==> src/rtl/vector_pkg.sv <==
// Shared vector-unit types: instruction field layouts, decoded control bundle, code points.
// Latency: n/a (types and constants only).
// Backpressure: n/a.
package vector_pkg;

  localparam int VIDX_W = 8;

  typedef enum logic [4:0] {
    VALU_ADD = 5'h00,
    VALU_SUB = 5'h01
  } valu_op_t;

  // Format is carried in opcode[6:5]
  localparam logic [1:0] FMT_R  = 2'b00;
  localparam logic [1:0] FMT_I  = 2'b01;
  localparam logic [1:0] FMT_LD = 2'b10;
  localparam logic [1:0] FMT_ST = 2'b11;

  // Functional-unit select carried in control_t.valid
  localparam logic [1:0] FU_VALU = 2'b01;
  localparam logic [1:0] FU_LSU  = 2'b10;

  // VALU second-operand source
  localparam logic [1:0] SRC_VV = 2'b00;
  localparam logic [1:0] SRC_VS = 2'b01;
  localparam logic [1:0] SRC_VI = 2'b10;

  typedef struct packed {
    logic              vm;
    logic [VIDX_W-1:0] vs2;
    logic [VIDX_W-1:0] vs1;
    logic [VIDX_W-1:0] vd;
    logic [6:0]        opcode;
  } rv_rtype_t;

  typedef struct packed {
    logic              vm;
    logic [7:0]        imm;
    logic [VIDX_W-1:0] vs1;
    logic [VIDX_W-1:0] vd;
    logic [6:0]        opcode;
  } rv_itype_t;

  // Opcode kept in the low bits like the other formats; spare bit at the top
  typedef struct packed {
    logic              reserve;
    logic              vm;
    logic [2:0]        swizzle;
    logic [1:0]        sp;
    logic [1:0]        datatype;
    logic [7:0]        rs1;
    logic [VIDX_W-1:0] vd;
    logic [6:0]        opcode;
  } rv_mtype_t;

  typedef struct packed {
    logic [1:0]        valid;
    logic              wen;
    logic [4:0]        vop;
    logic [1:0]        valu_src;
    logic [1:0]        datatype;
    logic              memtovreg;
    logic              spread;
    logic              spwrite;
    logic [VIDX_W-1:0] vwsel;
    logic              vm;
    logic [1:0]        sp;
    logic [2:0]        swizzle;
  } control_t;

endpackage

==> src/rtl/vscoreboard.sv <==
// Busy bit per vector register with one set port, one clear port and three lookups.
// Latency: set/clear take effect the cycle after; lookups are combinational on current state.
// Backpressure: none; caller gates set with its own accept.
module vscoreboard
  import vector_pkg::*;
#(
  parameter int NUM_VREGS = 256
) (
  input  logic              CLK,
  input  logic              nRST,
  input  logic              set_en,
  input  logic [VIDX_W-1:0] set_idx,
  input  logic              clr_en,
  input  logic [VIDX_W-1:0] clr_idx,
  input  logic [VIDX_W-1:0] chk_a_idx,
  input  logic [VIDX_W-1:0] chk_b_idx,
  input  logic [VIDX_W-1:0] chk_c_idx,
  output logic              chk_a_busy,
  output logic              chk_b_busy,
  output logic              chk_c_busy
);

  logic [NUM_VREGS-1:0] busy_q;
  logic [NUM_VREGS-1:0] set_oh;
  logic [NUM_VREGS-1:0] clr_oh;

  assign set_oh = {{(NUM_VREGS-1){1'b0}}, set_en} << set_idx;
  assign clr_oh = {{(NUM_VREGS-1){1'b0}}, clr_en} << clr_idx;

  // Clear first, then set, so an issue to the register being written back stays busy
  always_ff @(posedge CLK) begin
    if (!nRST) busy_q <= '0;
    else       busy_q <= (busy_q & ~clr_oh) | set_oh;
  end

  assign chk_a_busy = busy_q[chk_a_idx];
  assign chk_b_busy = busy_q[chk_b_idx];
  assign chk_c_busy = busy_q[chk_c_idx];

endmodule

==> src/rtl/vdecode_issue.sv <==
// Vector instruction decode + RAW/WAW scoreboard issue stage with a single output register.
// Latency: 1 cycle from accept to out_valid; illegal pulses 1 cycle after accept.
// Backpressure: in_ready drops while output is held (out_ready=0) or on a register hazard.
module vdecode_issue
  import vector_pkg::*;
#(
  parameter int NUM_VREGS = 256
) (
  input  logic        CLK,
  input  logic        nRST,
  input  logic        in_valid,
  output logic        in_ready,
  input  logic [31:0] in_instr,
  output logic        out_valid,
  input  logic        out_ready,
  output control_t    out_ctrl,
  output logic [7:0]  out_vs1,
  output logic [7:0]  out_vs2,
  output logic [7:0]  out_imm,
  output logic [7:0]  out_rs1,
  input  logic        wb_valid,
  input  logic [7:0]  wb_vsel,
  output logic        illegal
);

  rv_rtype_t r_f;
  rv_itype_t i_f;
  rv_mtype_t m_f;
  logic [1:0] fmt;
  logic [4:0] vop;

  control_t   dec_ctrl;
  logic [7:0] dec_vs1, dec_vs2, dec_imm, dec_rs1;
  logic       dec_illegal;
  logic       chk_vs1_en, chk_vs2_en;
  logic       busy_vs1, busy_vs2, busy_vd;
  logic       hazard, accept, load_out;
  logic       unused_bits;

  assign r_f = in_instr;
  assign i_f = in_instr;
  assign m_f = in_instr;
  assign fmt = r_f.opcode[6:5];
  assign vop = r_f.opcode[4:0];
  assign unused_bits = ^{i_f.opcode, m_f.opcode, m_f.reserve};

  // Decode the raw word into the control bundle and operand selects
  always_comb begin
    dec_ctrl    = '0;
    dec_vs1     = '0;
    dec_vs2     = '0;
    dec_imm     = '0;
    dec_rs1     = '0;
    dec_illegal = 1'b0;
    chk_vs1_en  = 1'b0;
    chk_vs2_en  = 1'b0;
    case (fmt)
      FMT_R: begin
        dec_ctrl.valid    = FU_VALU;
        dec_ctrl.wen      = 1'b1;
        dec_ctrl.vop      = vop;
        dec_ctrl.valu_src = SRC_VV;
        dec_ctrl.vwsel    = r_f.vd;
        dec_ctrl.vm       = r_f.vm;
        dec_vs1           = r_f.vs1;
        dec_vs2           = r_f.vs2;
        dec_illegal       = vop > VALU_SUB;
        chk_vs1_en        = 1'b1;
        chk_vs2_en        = 1'b1;
      end
      FMT_I: begin
        dec_ctrl.valid    = FU_VALU;
        dec_ctrl.wen      = 1'b1;
        dec_ctrl.vop      = vop;
        dec_ctrl.valu_src = SRC_VI;
        dec_ctrl.vwsel    = i_f.vd;
        dec_ctrl.vm       = i_f.vm;
        dec_vs1           = i_f.vs1;
        dec_imm           = i_f.imm;
        dec_illegal       = vop > VALU_SUB;
        chk_vs1_en        = 1'b1;
      end
      FMT_LD: begin
        dec_ctrl.valid     = FU_LSU;
        dec_ctrl.wen       = 1'b1;
        dec_ctrl.memtovreg = 1'b1;
        dec_ctrl.spread    = 1'b1;
        dec_ctrl.datatype  = m_f.datatype;
        dec_ctrl.sp        = m_f.sp;
        dec_ctrl.swizzle   = m_f.swizzle;
        dec_ctrl.vwsel     = m_f.vd;
        dec_ctrl.vm        = m_f.vm;
        dec_rs1            = m_f.rs1;
      end
      default: begin
        // store: vd is a read of the data register, not a destination
        dec_ctrl.valid    = FU_LSU;
        dec_ctrl.spwrite  = 1'b1;
        dec_ctrl.datatype = m_f.datatype;
        dec_ctrl.sp       = m_f.sp;
        dec_ctrl.swizzle  = m_f.swizzle;
        dec_ctrl.vwsel    = m_f.vd;
        dec_ctrl.vm       = m_f.vm;
        dec_rs1           = m_f.rs1;
      end
    endcase
  end

  vscoreboard #(.NUM_VREGS(NUM_VREGS)) u_sb (
    .CLK        (CLK),
    .nRST       (nRST),
    .set_en     (load_out && dec_ctrl.wen),
    .set_idx    (r_f.vd),
    .clr_en     (wb_valid),
    .clr_idx    (wb_vsel),
    .chk_a_idx  (r_f.vs1),
    .chk_b_idx  (r_f.vs2),
    .chk_c_idx  (r_f.vd),
    .chk_a_busy (busy_vs1),
    .chk_b_busy (busy_vs2),
    .chk_c_busy (busy_vd)
  );

  // vd is checked for every format: WAW for R/I/load, data read for store
  assign hazard   = !dec_illegal &&
                    ((chk_vs1_en && busy_vs1) || (chk_vs2_en && busy_vs2) || busy_vd);
  assign in_ready = (!out_valid || out_ready) && !hazard;
  assign accept   = in_valid && in_ready;
  assign load_out = accept && !dec_illegal;

  // Output register: load on legal accept, drain when taken, hold otherwise
  always_ff @(posedge CLK) begin
    if (!nRST) begin
      out_valid <= 1'b0;
      illegal   <= 1'b0;
      out_ctrl  <= '0;
      out_vs1   <= '0;
      out_vs2   <= '0;
      out_imm   <= '0;
      out_rs1   <= '0;
    end else begin
      illegal <= accept && dec_illegal;
      if (load_out) begin
        out_valid <= 1'b1;
        out_ctrl  <= dec_ctrl;
        out_vs1   <= dec_vs1;
        out_vs2   <= dec_vs2;
        out_imm   <= dec_imm;
        out_rs1   <= dec_rs1;
      end else if (out_ready) begin
        out_valid <= 1'b0;
      end
    end
  end

endmodule

==> config.mk <==
export PLATFORM = sky130hd
export DESIGN_NAME = vdecode_issue
export DESIGN_NICKNAME = d
export VERILOG_FILES = /design/src/rtl/vector_pkg.sv /design/src/rtl/vscoreboard.sv /design/src/rtl/vdecode_issue.sv
export SDC_FILE = /design/constraint.sdc
export NUM_CORES = 1
export LEC_CHECK = 0
export CAP_MARGIN = 20
export CORE_ASPECT_RATIO = 1.2
export CORE_MARGIN = 5
export CORE_UTILIZATION = 50
export DETAILED_ROUTE_END_ITERATION = 8
export GPL_TIMING_DRIVEN = 0
export PLACE_DENSITY = 0.71
export SETUP_SLACK_MARGIN = 0.5
export SLEW_MARGIN = 30
export SYNTH_ARGS = -nofsm -noshare
export SYNTH_HDL_FRONTEND = slang
export SYNTH_SLANG_ARGS = --single-unit
==> constraint.sdc <==
create_clock -name CLK -period 6.15 [get_ports CLK]
set_input_delay 1.845 -clock CLK [delete_from_list [all_inputs] [get_ports CLK]]
set_output_delay 1.845 -clock CLK [all_outputs]
set_load 0.005 [all_outputs]
==> impl_metrics.yaml <==
critical_path:
  reg2reg_from: "u_sb.busy_q[117]"
  cp_max_fo: 10
  ff2ff_setup_slack_ns: 2.46
  end_kind: "output port"
  crit_type: "input port to output port"
  timing.rr.end: "u_sb.busy_q[255]"
  crit_arrival_ns: 4.65
  cp-start-kind: "input port"
  worst_r2r_path_depth: 12
  required_ns: 4.30
hold_path:
  min_to: "out_imm[6]"
  hold_class: "register to register"
  whs_path_depth: 2
  min-delay-start: "out_imm[6]"
synth:
  synth_flop_cell: "dfxtp_1"
  synthMuxAreaShare: 0.246
  ys_seq_area_frac: 0.323
  synth_top_family_by_area: "compound AO/OA/AOI/OAI gates"
  synth.ff_latch_count: 317
  synth_area_per_cell_sq_um: 9.87
  synth_edf_count: 0
  synthAdderAreaFrac: 0
  ys_types: 68
  synth_compound_area_frac: 0.255
  syn-instance-count: 1989
  synthArstFlopShare: 0
  synth-xor-area-share: 0
  syn_nets: 2034
  synth_area_sq_um: 19600
  synth_simple_gate_area_frac: 0.117
  ys_warn_count: 0
power_and_ir_drop:
  net-switching-power_uw: 1590
  leakage_uw: 0.00793
  power_frac_clock: 0.446
  p_comb_frac: 0.167
  netSwitchingFraction: 0.295
  vdd_ir_drop_max_mv: 0.215
  power.density_nw_per_um2: 225
  p_int_uw: 3790
  pwr-share-seq: 0.387
route:
  vias: 21296
  antenna_left: 0
  drc_errors: 43
  vias_per_cell: 7.84
  drt-total-wl_um: 107000
  routedWlPerCell_um: 39.3
  first_iter_violations: 3991
  drtPass1Iterations: 9
place:
  routabilityCongestion: 1.15
  portBuffers: 99
  place_inst: 2615
  dp_hpwl_um: 78400
  post-place-ws_ns: -2.44
sta:
  timing.slew.headroom: 0.272
  finalHoldViolCount: 0
  worst_pin_slew_ns: 1.09
  post-route-period-util: 1.06
  slew_violations: 0
  finalSetupViolations: 1
  clock-skew-final_ns: 0.0319
  max_freq_mhz: 154
  setup_ws_ns: -0.342
  rsz0062_at_grt: "true"
  fin_crit_ns: 6.49
floorplan:
  initial_utilization: 0.505
  die_width_um: 191
  rows: 79
  fp.dieH_um: 227
  coreArea_sq_um: 38800
  pin_count: 109
  dieArea_sq_um: 43300
outcome:
  status: "finished with violations"
  failed_checks: "design-rule violations, negative setup slack"
finish:
  multi_input_area_sq_um: 12400
  seq_area_sq_um: 6350
  layout.nets: 2204
  drive_gt1_frac: 0.206
  stdcell_count: 2715
  syn_to_final_growth_pct: 21.4
  fillers: 3347
global_route:
  grt_pass1_vias: 20186
  grt.total_usage: 0.481
  overflow: 0
  antenna_found_initial: 3
  grt_pass1_wl_um: 149000
  grt_max_degree: 14
cts:
  cts_made_buffers: 37
  cts.sink_count: 317
  insertion_delay_ns: 0.59
  clk_path_buf_depth: 3
  root_buffer: "clkbuf_16"
  tritoncts: "built"
  cts.reportedPaths.clkPinSlew_ns: 0.06
  htree_levels: 2
run:
  drv_cap: 0
power groups by stage:
stage / Sequential (uW) / Clock (uW) / Combinational (uW)
finish: 2080 / 2400 / 898
global route: 2080 / 2460 / 894
CTS: 2080 / 2370 / 831
detailed placement: 2130 / 0 / 758
global placement: 2130 / 0 / 753
floorplan: 2130 / 0 / 413
registers in the layout (all words and copies together) (netlist names):
register and flops:
illegal 1, out_rs1 8, u_sb.busy_q 256, out_imm 8, out_vs1 8, out_valid 1
out_ctrl 27, out_vs2 8
per-layer routing:
| metal | global-route usage | wire length (um) | part of all wire | up-vias |
|---|---|---|---|---|
| met5 | 0 | 11 | 0.00010 | - |
| met4 | 0.420 | 12600 | 0.12 | 2 |
| met3 | 0.213 | 16500 | 0.15 | 710 |
| met2 | 0.678 | 42900 | 0.40 | 2097 |
| met1 | 0.553 | 34800 | 0.33 | 10154 |
| li1 | - | - | - | 8333 |
critical path, stage by stage:
cell and delay (ns):
buf_2 0.23, buf_2 0.44, nand3_1 0.27, nor2_1 0.16, a211oi_1 0.09, a221oi_4 0.40, o311ai_2 0.21, and3_1 0.27
o21a_1 0.25, buf_6 0.13, buf_6 0.11, nand2_2 0.04, a21boi_1 0.05, buf_2 0.16
Yosys cell counts (5+ instances only):
master | n | area [sq um]
nor3b_1 | 9 | 67.6
a221oi_1 | 11 | 96.3
o41ai_1 | 10 | 87.6
mux2i_1 | 116 | 1160
buf_6 | 31 | 349
o31ai_1 | 214 | 1610
buf_4 | 9 | 67.6
o22ai_1 | 43 | 269
clkbuf_1 | 126 | 473
nand2_1 | 216 | 811
o32ai_1 | 5 | 43.8
nor2_1 | 46 | 173
a31oi_1 | 5 | 31.3
buf_1 | 25 | 93.8
nand2b_1 | 13 | 81.3
mux2_2 | 11 | 124
nor2b_1 | 23 | 144
mux2_1 | 6 | 67.6
or3_1 | 5 | 31.3
o211ai_1 | 216 | 1620
or2_2 | 6 | 37.5
nand3_1 | 85 | 425
dfxtp_1 | 317 | 6350
nor3_1 | 14 | 70.1
mux4_2 | 154 | 3470
a211oi_1 | 8 | 60.1
a21oi_1 | 28 | 140
and3_1 | 15 | 93.8
a22oi_1 | 29 | 218
o21ai_0 | 43 | 215
and2_1 | 15 | 93.8
o21ai_1 | 7 | 35.0
buf_2 | 31 | 155
nand4_1 | 17 | 106
o41ai_2 | 15 | 244
cell type report:
class | instances | area share
Tap cell | 526 | 0.0276
Inverter | 6 | 0.000998
Clock inverter | 18 | 0.00945
Antenna cell | 4 | 0.000420
Clock buffer | 47 | 0.0443
Buffer | 222 | 0.0767
Multi-Input combinational cell | 1444 | 0.519
Sequential cell | 317 | 0.266
Timing Repair Buffer | 131 | 0.0548
worst max-delay path by stage:
| stage | slack [ns] | depth (start not counted) | endpoint | startpoint |
|---|---|---|---|---|
| 5_1_grt | -0.29 | 14 | in_ready | in_instr[16] |
| 6_report | -0.34 | 14 | in_ready | in_instr[24] |
| 2_1_floorplan | 0.11 | 13 | in_ready | in_instr[16] |
| 4_1_cts | -0.20 | 14 | in_ready | in_instr[16] |
| 3_5_place_dp | -2.44 | 15 | in_ready | in_instr[19] |
| 3_3_place_gp | -2.48 | 15 | in_ready | in_instr[19] |
what timing repair did:
action | in CTS | in global routing
setup buffers | 25 | 5
setup endpoints to repair | 317 | 1
pin swaps | 12 | 7
resized for setup | 224 | 23
hold buffers | 0 | 0
hold endpoints to repair | 0 | 0
gates cloned | 1 | 0
per-stage QoR:
step / cell area, sq um / utilization / hold slack (ns) / TNS (ns) / total power, uW
floorplan: 19700 / - / 0.445 / 0 / 2540
global placement: 21400 / 0.550 / 0.449 / -139.79 / 2880
detailed placement: 21400 / 0.551 / 0.450 / -132.10 / 2880
CTS: 23700 / 0.609 / 0.458 / -0.201 / 5290
global route: 23800 / 0.613 / 0.481 / -0.295 / 5440
finish: 23800 / 0.613 / 0.467 / -0.342 / 5370
cells in the final DEF (no fill, tap or decap), types with 42 or more instances in the layout:
master	n
clkdlybuf4s50_1	89
o211ai_1	216
clkbuf_1	98
dfxtp_1	317
o31ai_1	214
mux4_2	154
clkbuf_16	42
mux2i_1	105
nand3_1	85
nand2_1	211
kinds of logic (layout without fill, tap and decap cells):
group                  Yosys count  in the layout
buffers and inverters          228            424
other                            1              5
AND/OR/NAND/NOR                486            486
flip-flops                     317            317
AO/OA/AOI/OAI                  670            670
multiplexers                   287            287
(Power assumes the default switching activity.)
